===== src/rtl/dual_path_mismatch_monitor.sv =====
// Equivalence checker for two redundantly computed result buses: waits a
// programmable settle window after each stimulus change, then compares them.
module dual_path_mismatch_monitor #(
   parameter int W      = 1,
   parameter int SETTLE = 1,
   parameter int CNT_W  = 16
) (
   input  logic             i_clk,
   input  logic             i_rst,
   input  logic             i_clear,
   input  logic             i_stim_chg,
   input  logic [W-1:0]     i_res_a,
   input  logic [W-1:0]     i_res_b,
   output logic             o_busy,
   output logic             o_check_done,
   output logic             o_match,
   output logic             o_mismatch_sticky,
   output logic [CNT_W-1:0] o_check_cnt,
   output logic [CNT_W-1:0] o_miss_cnt,
   output logic [W-1:0]     o_first_a,
   output logic [W-1:0]     o_first_b
);

   typedef enum logic [1:0] {
      ST_IDLE,
      ST_WAIT,
      ST_CHECK
   } state_t;

   localparam logic [3:0]       SETTLE_L  = 4'(SETTLE);
   localparam state_t           ARM_STATE = (SETTLE == 0) ? ST_CHECK : ST_WAIT;
   localparam logic [CNT_W-1:0] CNT_MAX   = {CNT_W{1'b1}};

   state_t           r_state;
   logic [3:0]       r_cnt;
   logic             r_checkDone;
   logic             r_match;
   logic             r_sticky;
   logic [CNT_W-1:0] r_checkCnt;
   logic [CNT_W-1:0] r_missCnt;
   logic [W-1:0]     r_firstA;
   logic [W-1:0]     r_firstB;

   logic w_equal;

   assign w_equal = (i_res_a == i_res_b);

   // Any stimulus change restarts the settle window, even while a comparison
   // is in progress; the comparison on that edge still counts.
   always_ff @(posedge i_clk or posedge i_rst) begin
      if (i_rst) begin
         r_state     <= ST_IDLE;
         r_cnt       <= 4'd0;
         r_checkDone <= 1'b0;
         r_match     <= 1'b0;
         r_sticky    <= 1'b0;
         r_checkCnt  <= '0;
         r_missCnt   <= '0;
         r_firstA    <= '0;
         r_firstB    <= '0;
      end else if (i_clear) begin
         r_state     <= ST_IDLE;
         r_cnt       <= 4'd0;
         r_checkDone <= 1'b0;
         r_match     <= 1'b0;
         r_sticky    <= 1'b0;
         r_checkCnt  <= '0;
         r_missCnt   <= '0;
         r_firstA    <= '0;
         r_firstB    <= '0;
      end else begin
         r_checkDone <= 1'b0;
         case (r_state)
            ST_IDLE: begin
               if (i_stim_chg) begin
                  r_state <= ARM_STATE;
                  r_cnt   <= SETTLE_L;
               end
            end
            ST_WAIT: begin
               if (i_stim_chg) begin
                  r_state <= ARM_STATE;
                  r_cnt   <= SETTLE_L;
               end else if (r_cnt == 4'd1) begin
                  r_state <= ST_CHECK;
               end else begin
                  r_cnt <= r_cnt - 4'd1;
               end
            end
            ST_CHECK: begin
               r_checkDone <= 1'b1;
               r_match     <= w_equal;
               if (r_checkCnt != CNT_MAX) begin
                  r_checkCnt <= r_checkCnt + 1'b1;
               end
               if (!w_equal) begin
                  r_sticky <= 1'b1;
                  if (r_missCnt != CNT_MAX) begin
                     r_missCnt <= r_missCnt + 1'b1;
                  end
                  if (!r_sticky) begin
                     r_firstA <= i_res_a;
                     r_firstB <= i_res_b;
                  end
               end
               if (i_stim_chg) begin
                  r_state <= ARM_STATE;
                  r_cnt   <= SETTLE_L;
               end else begin
                  r_state <= ST_IDLE;
               end
            end
            default: begin
               r_state <= ST_IDLE;
            end
         endcase
      end
   end

   assign o_busy            = (r_state != ST_IDLE);
   assign o_check_done      = r_checkDone;
   assign o_match           = r_match;
   assign o_mismatch_sticky = r_sticky;
   assign o_check_cnt       = r_checkCnt;
   assign o_miss_cnt        = r_missCnt;
   assign o_first_a         = r_firstA;
   assign o_first_b         = r_firstB;

endmodule


===== config.mk =====
export PLATFORM = sky130hd
export DESIGN_NAME = dual_path_mismatch_monitor
export DESIGN_NICKNAME = d
export VERILOG_FILES = /design/src/rtl/dual_path_mismatch_monitor.sv
export SDC_FILE = /design/constraint.sdc
export NUM_CORES = 1
export LEC_CHECK = 0
export ABC_CLOCK_PERIOD_IN_PS = 1900
export CORE_MARGIN = 2
export CORE_UTILIZATION = 46
export CTS_BUF_LIST = sky130_fd_sc_hd__clkbuf_8 sky130_fd_sc_hd__clkbuf_16
export DETAILED_ROUTE_END_ITERATION = 10
export PLACE_DENSITY = 0.72
export SYNTH_ARGS = -nofsm -noshare
export SYNTH_HDL_FRONTEND = slang
export SYNTH_SLANG_ARGS = --single-unit

===== constraint.sdc =====
create_clock -name i_clk -period 1.9 [get_ports i_clk]
set_input_delay 0.19 -clock i_clk [delete_from_list [all_inputs] [get_ports i_clk]]
set_output_delay 0.19 -clock i_clk [all_outputs]
set_load 0.03 [all_outputs]

==> reports/metrics.cfg, run 1 <==
[yosys]
ys_async_sr_fraction_pct = 100.0
yosysWarningCount = 0
synth_area_um2 = 2406
synth-adder-area-share_pct = 2.080
synth_fp_nets = 263
synth_top_family_by_area = simple AND/OR/NAND/NOR gates
synth.avg_cell_area_um2 = 9.510
syn-instance-count = 253
synth_mux_area_share_pct = 3.536
ys.flop_type = dfrtp_1
synth-xor-area-share_pct = 5.460
synth_compound_area_share_pct = 12.64
synthSimpleGateAreaFrac_pct = 26.73
ys_ff_latch = 43
seq_area_frac_synth_pct = 44.72
synth_edf_count = 0
yosysUniqueCellTypes = 52

[finish]
most-common-layout-cells = 43 x dfrtp_1, 42 x clkdlybuf4s50_1, 19 x buf_4
drive_above_1_share_pct = 14.06
antenna_cells = 0
final_nets = 322
final_common_cell = dfrtp_1
areaGrowthSynthToFinish_pct = 29.43
fin_util_pct = 61.37
final_design_area_no_fill_um2 = 3114

[cts]
cts_max_level = 2
numClockSinks = 43
cts_setup_buffers = 0
clkTransAtPathRegs_ns = 0.09
cts_tree = built
cts-resized-gates = 1
clockRootBuffer = clkbuf_8
insertion_delay_ns = 0.30
numCtsBuffers = 5
holdBufCountCts = 0
clk_path_buf_depth = 2

[power_and_ir_drop]
ir_drop_uv = 314.3
p_switching_uw = 432.9
p_leak_uw = 0.001243
comb_power_share_pct = 8.2
total_power_uw = 1707
pwr-share-clk_pct = 37.3
seq_power_share_pct = 54.5
switching_share_pct = 25.35
powerDensity_nw_per_um2 = 548.2
internal-power_uw = 1275

[timing]
setup_viol = 0
slew_viol_final = 0
relSlewSlack_pct = 65.45
fmax_mhz = 566.3
finalCritPeriodShare_pct = 92.94
tightest_slew_ns = 0.5157
fin_ws_ns = 0.1342
period_needed_ns = 1.766
fin_skew_ns = 0.008620
rsz0062_at_grt = false
final_hold_viol_count = 0

[die]
rows = 26
io-pin-count = 44
die_width_um = 76.32
die_h_um = 76.32
coreArea_um2 = 5075
dieArea_um2 = 5825
start_util_pct = 47.41

[critical_path]
worstSetupStartpointType = register
path_cells = inv_1 > ha_1 > or3b_4 > a21oi_1 > o21bai_1 > mux2_2
critPathMaxFanout = 5
path_buf_inv = 1
slowest_stage = dfrtp_1
crit_required_ns = 2.09
critPathCaptureType = register
cp_top_family = flip-flops
critPathKind = register to register
cpPeakStageDelay_ns = 0.41
arrival_ns = 1.96

[placement]
place.gp.congestion = 0.8550
numPortBuffers = 43
dp_slack_ns = -0.1115
hpwlAfterDp_um = 4116
placed_cell_area_um2 = 2999

[detailed_routing]
final_antenna_net_count = 0
drtPass1Iterations = 4
vias = 2167
postRouteWirelength_um = 5845
routedWlPerCell_um = 15.26
drtIter0Drc = 158
drc_errors = 0
via_per_inst = 5.658

[grt]
grt_start_max_net_pins = 25
grt_first_pass_wirelength_um = 9825
grt_usage_pct = 20.86
overflow = 0
grt_pass1_vias = 2027
antenna_found_initial = 0

[min_path]
min_path_type = primary input to async pin

[run]
cap_violations = 0

[run_status]
status = finished, final reports clean

-- stage by stage --
stage                     TNS (ns)  hold slack (ns)  std cells
after CTS                        0           0.1016        383
after global placement    -0.09747           0.4304        375
after floorplan                  0           0.3463        253
after detailed placement   -0.7941           0.4295        375
after global routing             0           0.1226        383
final                            0          0.08950        383
-- synth_stat cells, types with 3 or more instances --
master	number	area [µm²]
buf_6	3	33.78
nand4_1	12	75.07
a31oi_1	3	18.77
mux2_2	4	45.04
nand2b_1	4	25.02
nor3_1	14	70.07
mux2i_1	4	40.04
or3_1	3	18.77
nor4_1	7	43.79
and3_1	3	18.77
nor2b_1	5	31.28
inv_1	13	48.80
dfrtp_1	43	1076
o221ai_1	3	26.28
buf_2	3	15.01
nand3_1	17	85.08
clkbuf_1	3	11.26
o21ai_0	12	60.06
ha_1	4	50.05
xor2_1	7	61.31
nand2_1	12	45.04
nor2_1	16	60.06
xnor2_1	8	70.07
or4_1	3	22.52
a21oi_1	14	70.07
and4_1	4	35.03
-- worst paths after layout --
path	from	to	slack (ns)	cells past startpoint
hold / removal	i_rst	o_miss_cnt[10]	0.09	2
setup / recovery	r_cnt[1]	r_cnt[1]	0.13	6
hold reg to reg	o_match	o_match	0.50	1
min in group i_clk	o_match	o_match	0.50	1
max in group asynchronous	i_rst	o_check_cnt[3]	1.28	3
setup reg to reg	r_cnt[1]	r_cnt[1]	0.13	6
-- layer usage --
metal  track usage, %  vias up  wire length (µm)
met5                0        -                 0
met4            7.636        0                66
met3            4.621        8               383
met2            31.59       74              2730
met1            29.45     1035              2665
li1                 -     1050                 -
-- layout make-up --
class                           count  area [µm²]
Tap cell                           70       87.58
Inverter                           13       48.80
Timing Repair Buffer               62       571.8
Sequential cell                    43        1076
Clock buffer                        6       82.58
Fill cell                         450        1961
Multi-Input combinational cell    187        1231
Clock inverter                      2       16.27
-- flip-flops by register name (all words and copies together) (netlist names) --
register           flops
o_match                1
o_first_b              1
o_check_cnt           16
o_first_a              1
o_miss_cnt            16
o_mismatch_sticky      1
r_cnt                  4
r_state                2
o_check_done           1
-- kinds of logic (layout without fill, tap and decap cells) --
family / after synthesis / after routing
adder cells (fa/ha/maj): 4 / 4
AND/OR/NAND/NOR: 112 / 112
XOR/XNOR: 15 / 15
buffers and inverters: 23 / 83
AO/OA/AOI/OAI: 48 / 48
flip-flops: 43 / 43
multiplexers: 8 / 8
-- power by group through the flow --
stage | registers (µW) | clock network, µW | logic [µW]
after floorplan | 950 | 0 | 86.3
final | 931 | 637 | 139
after global routing | 932 | 697 | 154
after CTS | 931 | 651 | 140
after global placement | 948 | 0 | 137
after detailed placement | 949 | 0 | 140
No activity file was read; power rests on OpenSTA's default activity.
==> run 2: changes to the inputs <==
--- a/config.mk
+++ b/config.mk
@@ -6,6 +6,7 @@
 export NUM_CORES = 1
 export LEC_CHECK = 0
 export ABC_CLOCK_PERIOD_IN_PS = 1900
+export CAP_MARGIN = 5
 export CORE_MARGIN = 2
 export CORE_UTILIZATION = 46
 export CTS_BUF_LIST = sky130_fd_sc_hd__clkbuf_8 sky130_fd_sc_hd__clkbuf_16
==> constraint.sdc (replaced) <==
create_clock -name i_clk -period 1.9 [get_ports i_clk]
set_input_delay 0.285 -clock i_clk [delete_from_list [all_inputs] [get_ports i_clk]]
set_output_delay 0.285 -clock i_clk [all_outputs]
set_load 0.03 [all_outputs]
==> run 2 against run 1 <==
Against the previous run:
- final cell count grew 0.26%
- clock power is essentially flat
- cell area grew 0.84%
- critical path depth shrank 4
- register-to-register slack gained 0.02 ns
- sequential share of layout area shrank 0.29 points
- via count shrank 1.2%
- count of clock-buffer cells in the layout grew 1
- first-iteration DRC count shrank 32%
- global-route usage shrank 0.46 points
- sequential cell count is the same
- worst hold slack gained 0.24 ns
- critical endpoint is now o_check_cnt[2]
- largest power group unchanged
==> reports/metrics.cfg, run 2 (same netlist as run 1, synthesis figures left out) <==
[die]
io-pin-count = 44  ; unchanged
die_width_um = 76.32  ; unchanged
start_util_pct = 47.41  ; unchanged
die_h_um = 76.32  ; unchanged
rows = 26  ; unchanged
coreArea_um2 = 5075  ; unchanged
dieArea_um2 = 5825  ; unchanged

[placement]
place.gp.congestion = 0.8309  ; -2.8%
dp_slack_ns = -0.1548  ; -0.04326 ns
numPortBuffers = 43  ; unchanged
placed_cell_area_um2 = 3032  ; +1.1%
hpwlAfterDp_um = 4021  ; -2.3%

[critical_path]
cpPeakStageDelay_ns = 0.67  ; +0.26 ns
critPathKind = register to output port
critPathMaxFanout = 6  ; +1
slowest_stage = clkdlybuf4s50_1
crit_required_ns = 1.62  ; -0.47 ns
arrival_ns = 1.54  ; -0.42 ns
startpoint = o_check_cnt[2]
cp_top_family = buffers and inverters
worstSetupStartpointType = register
reg2reg_from = r_cnt[1]
critPathCaptureType = output port
path_buf_inv = 2  ; +1
path_cells = buf_4 > clkdlybuf4s50_1

[detailed_routing]
drtIter0Drc = 107  ; -32%
vias = 2140  ; -1.2%
postRouteWirelength_um = 5617  ; -3.9%
drc_errors = 0  ; unchanged
drtPass1Iterations = 4  ; unchanged
final_antenna_net_count = 0  ; unchanged
routedWlPerCell_um = 14.63  ; -4.2%
via_per_inst = 5.573  ; -1.5%

[grt]
grt_first_pass_wirelength_um = 9694  ; -1.3%
overflow = 0  ; unchanged
grt_start_max_net_pins = 44  ; +76%
grt_usage_pct = 20.40  ; -0.46 points
grtUsageMet2_pct = 31.77  ; +0.18 points
grt-busiest-layer = met2
grt_use_met1_pct = 28.96  ; -0.50 points
grt_pass1_vias = 1988  ; -1.9%
globalRouteMet3Util_pct = 3.910  ; -0.71 points
antenna_found_initial = 0  ; unchanged

[finish]
final_design_area_no_fill_um2 = 3141  ; +0.84%
most-common-layout-cells = 43 x dfrtp_1, 42 x clkdlybuf4s50_1, 18 x buf_4
nFillCells = 439  ; -2.4%
final_nets = 323  ; +0.31%
drive_above_1_share_pct = 13.69  ; -0.36 points
final_common_cell = dfrtp_1
antenna_cells = 0  ; unchanged
areaGrowthSynthToFinish_pct = 30.53

[power_and_ir_drop]
p_switching_uw = 398.8  ; -7.9%
pwr-share-clk_pct = 37.0  ; -0.3 points
powerDensity_nw_per_um2 = 544.8  ; -0.63%
ir_drop_uv = 401.7  ; +28%
total_power_uw = 1711  ; +0.20%
p_leak_uw = 0.001260  ; +1.3%
seq_power_share_pct = 54.4  ; about the same
switching_share_pct = 23.31  ; -2.0 points
internal-power_uw = 1312  ; +2.9%
comb_power_share_pct = 8.6  ; +0.4 points

[timing]
setup_viol = 0  ; unchanged
final_hold_viol_count = 0  ; unchanged
period_needed_ns = 1.823  ; +0.05676 ns
fin_ws_ns = 0.07742  ; -0.05676 ns
relSlewSlack_pct = 54.99  ; -10 points
fin_tns_setup_ns = 0  ; unchanged
rsz0062_at_grt = false
slew_viol_final = 0  ; unchanged
fmax_mhz = 548.7  ; -3.1%
finalCritPeriodShare_pct = 95.93  ; +3.0 points
fin_skew_ns = 0.005762  ; -0.002859 ns
tightest_slew_ns = 0.6703  ; +0.1546 ns

[run]
cap_violations = 0  ; unchanged

[cts]
insertion_delay_ns = 0.29  ; about the same
cts_setup_buffers = 0  ; unchanged
holdBufCountCts = 0  ; unchanged
cts_tree = built
clkTransAtPathRegs_ns = 0.08  ; about the same
cts_max_level = 2  ; unchanged
numClockSinks = 43  ; unchanged
clk_path_buf_depth = 2  ; unchanged
clockRootBuffer = clkbuf_8
numCtsBuffers = 5  ; unchanged

[run_status]
status = finished, final reports clean

[min_path]
min_path_type = primary input to async pin

[run 2: cell count changes in the layout (fill, tap and decap cells not counted), sizes merged]
cell      before  now
clkinvlp       1    0
buf           19   20
clkinv         2    1
clkbuf         6    7
inv           12   13
[run 2: what timing repair did]
| item | CTS | global route |
|---|---|---|
| pin swaps | 0 | 0 |
| setup endpoints to repair | 1 | 7 |
| resized for setup | 1 | 2 |
| endpoints found under the hold margin | 0 | 0 |
[run 2: power groups by stage]
stage          sequential, µW  combinational (µW)  clock (µW)
2_1_floorplan             950                86.3           0
3_3_place_gp              949                 146           0
3_5_place_dp              949                 149           0
4_1_cts                   931                 148         649
5_1_grt                   933                 161         688
6_report                  931                 147         634
[run 2: final cells by class]
class                      instances  area, µm²  share of cell area [%]
clock buffer                       7      96.34                   3.068
clock inverter                     1      3.754                  0.1195
inverter                          13      48.80                   1.554
multi-input combinational        187       1224                   38.96
sequential                        43       1076                   34.26
tap                               70      87.58                   2.789
timing repair buffer              63      604.3                   19.24
[run 2: worst register-to-register path, delay by kind of cell, from the launching register on]
family | cells | cell delay [ns]
simple gates | 1 | 0.41
flops | 1 | 0.40
mux | 1 | 0.29
buf+inv | 1 | 0.08
compound gates | 2 | 0.35
fa+ha+maj | 1 | 0.13
[run 2: per-layer routing]
| metal | wire length (µm) | up-vias |
|---|---|---|
| li1 | - | 1052 |
| met1 | 2681 | 1028 |
| met2 | 2598 | 56 |
| met3 | 284 | 4 |
| met4 | 53 | 0 |
| met5 | 0 | - |
[run 2: worst paths after layout]
kind / slack, ns / depth (start not counted) / endpoint
hold reg to reg: 0.51 / 1 / o_match
setup reg to reg: 0.15 / 6 / r_cnt[1]
hold / removal: 0.33 / 3 / o_miss_cnt[9]
setup / recovery: 0.08 / 2 / o_check_cnt[2]
min in group i_clk: 0.51 / 1 / o_match
max in group asynchronous: 1.36 / 3 / o_check_cnt[4]
[run 2: metrics by stage]
step | hold slack [ns] | util, % | instances
after global placement | 0.4983 | 59.74 | 376
after floorplan | 0.4413 | - | 253
final | 0.3300 | 61.88 | 384
after CTS | 0.3434 | 61.69 | 384
after detailed placement | 0.5005 | 59.74 | 376
after global routing | 0.3498 | 61.88 | 384
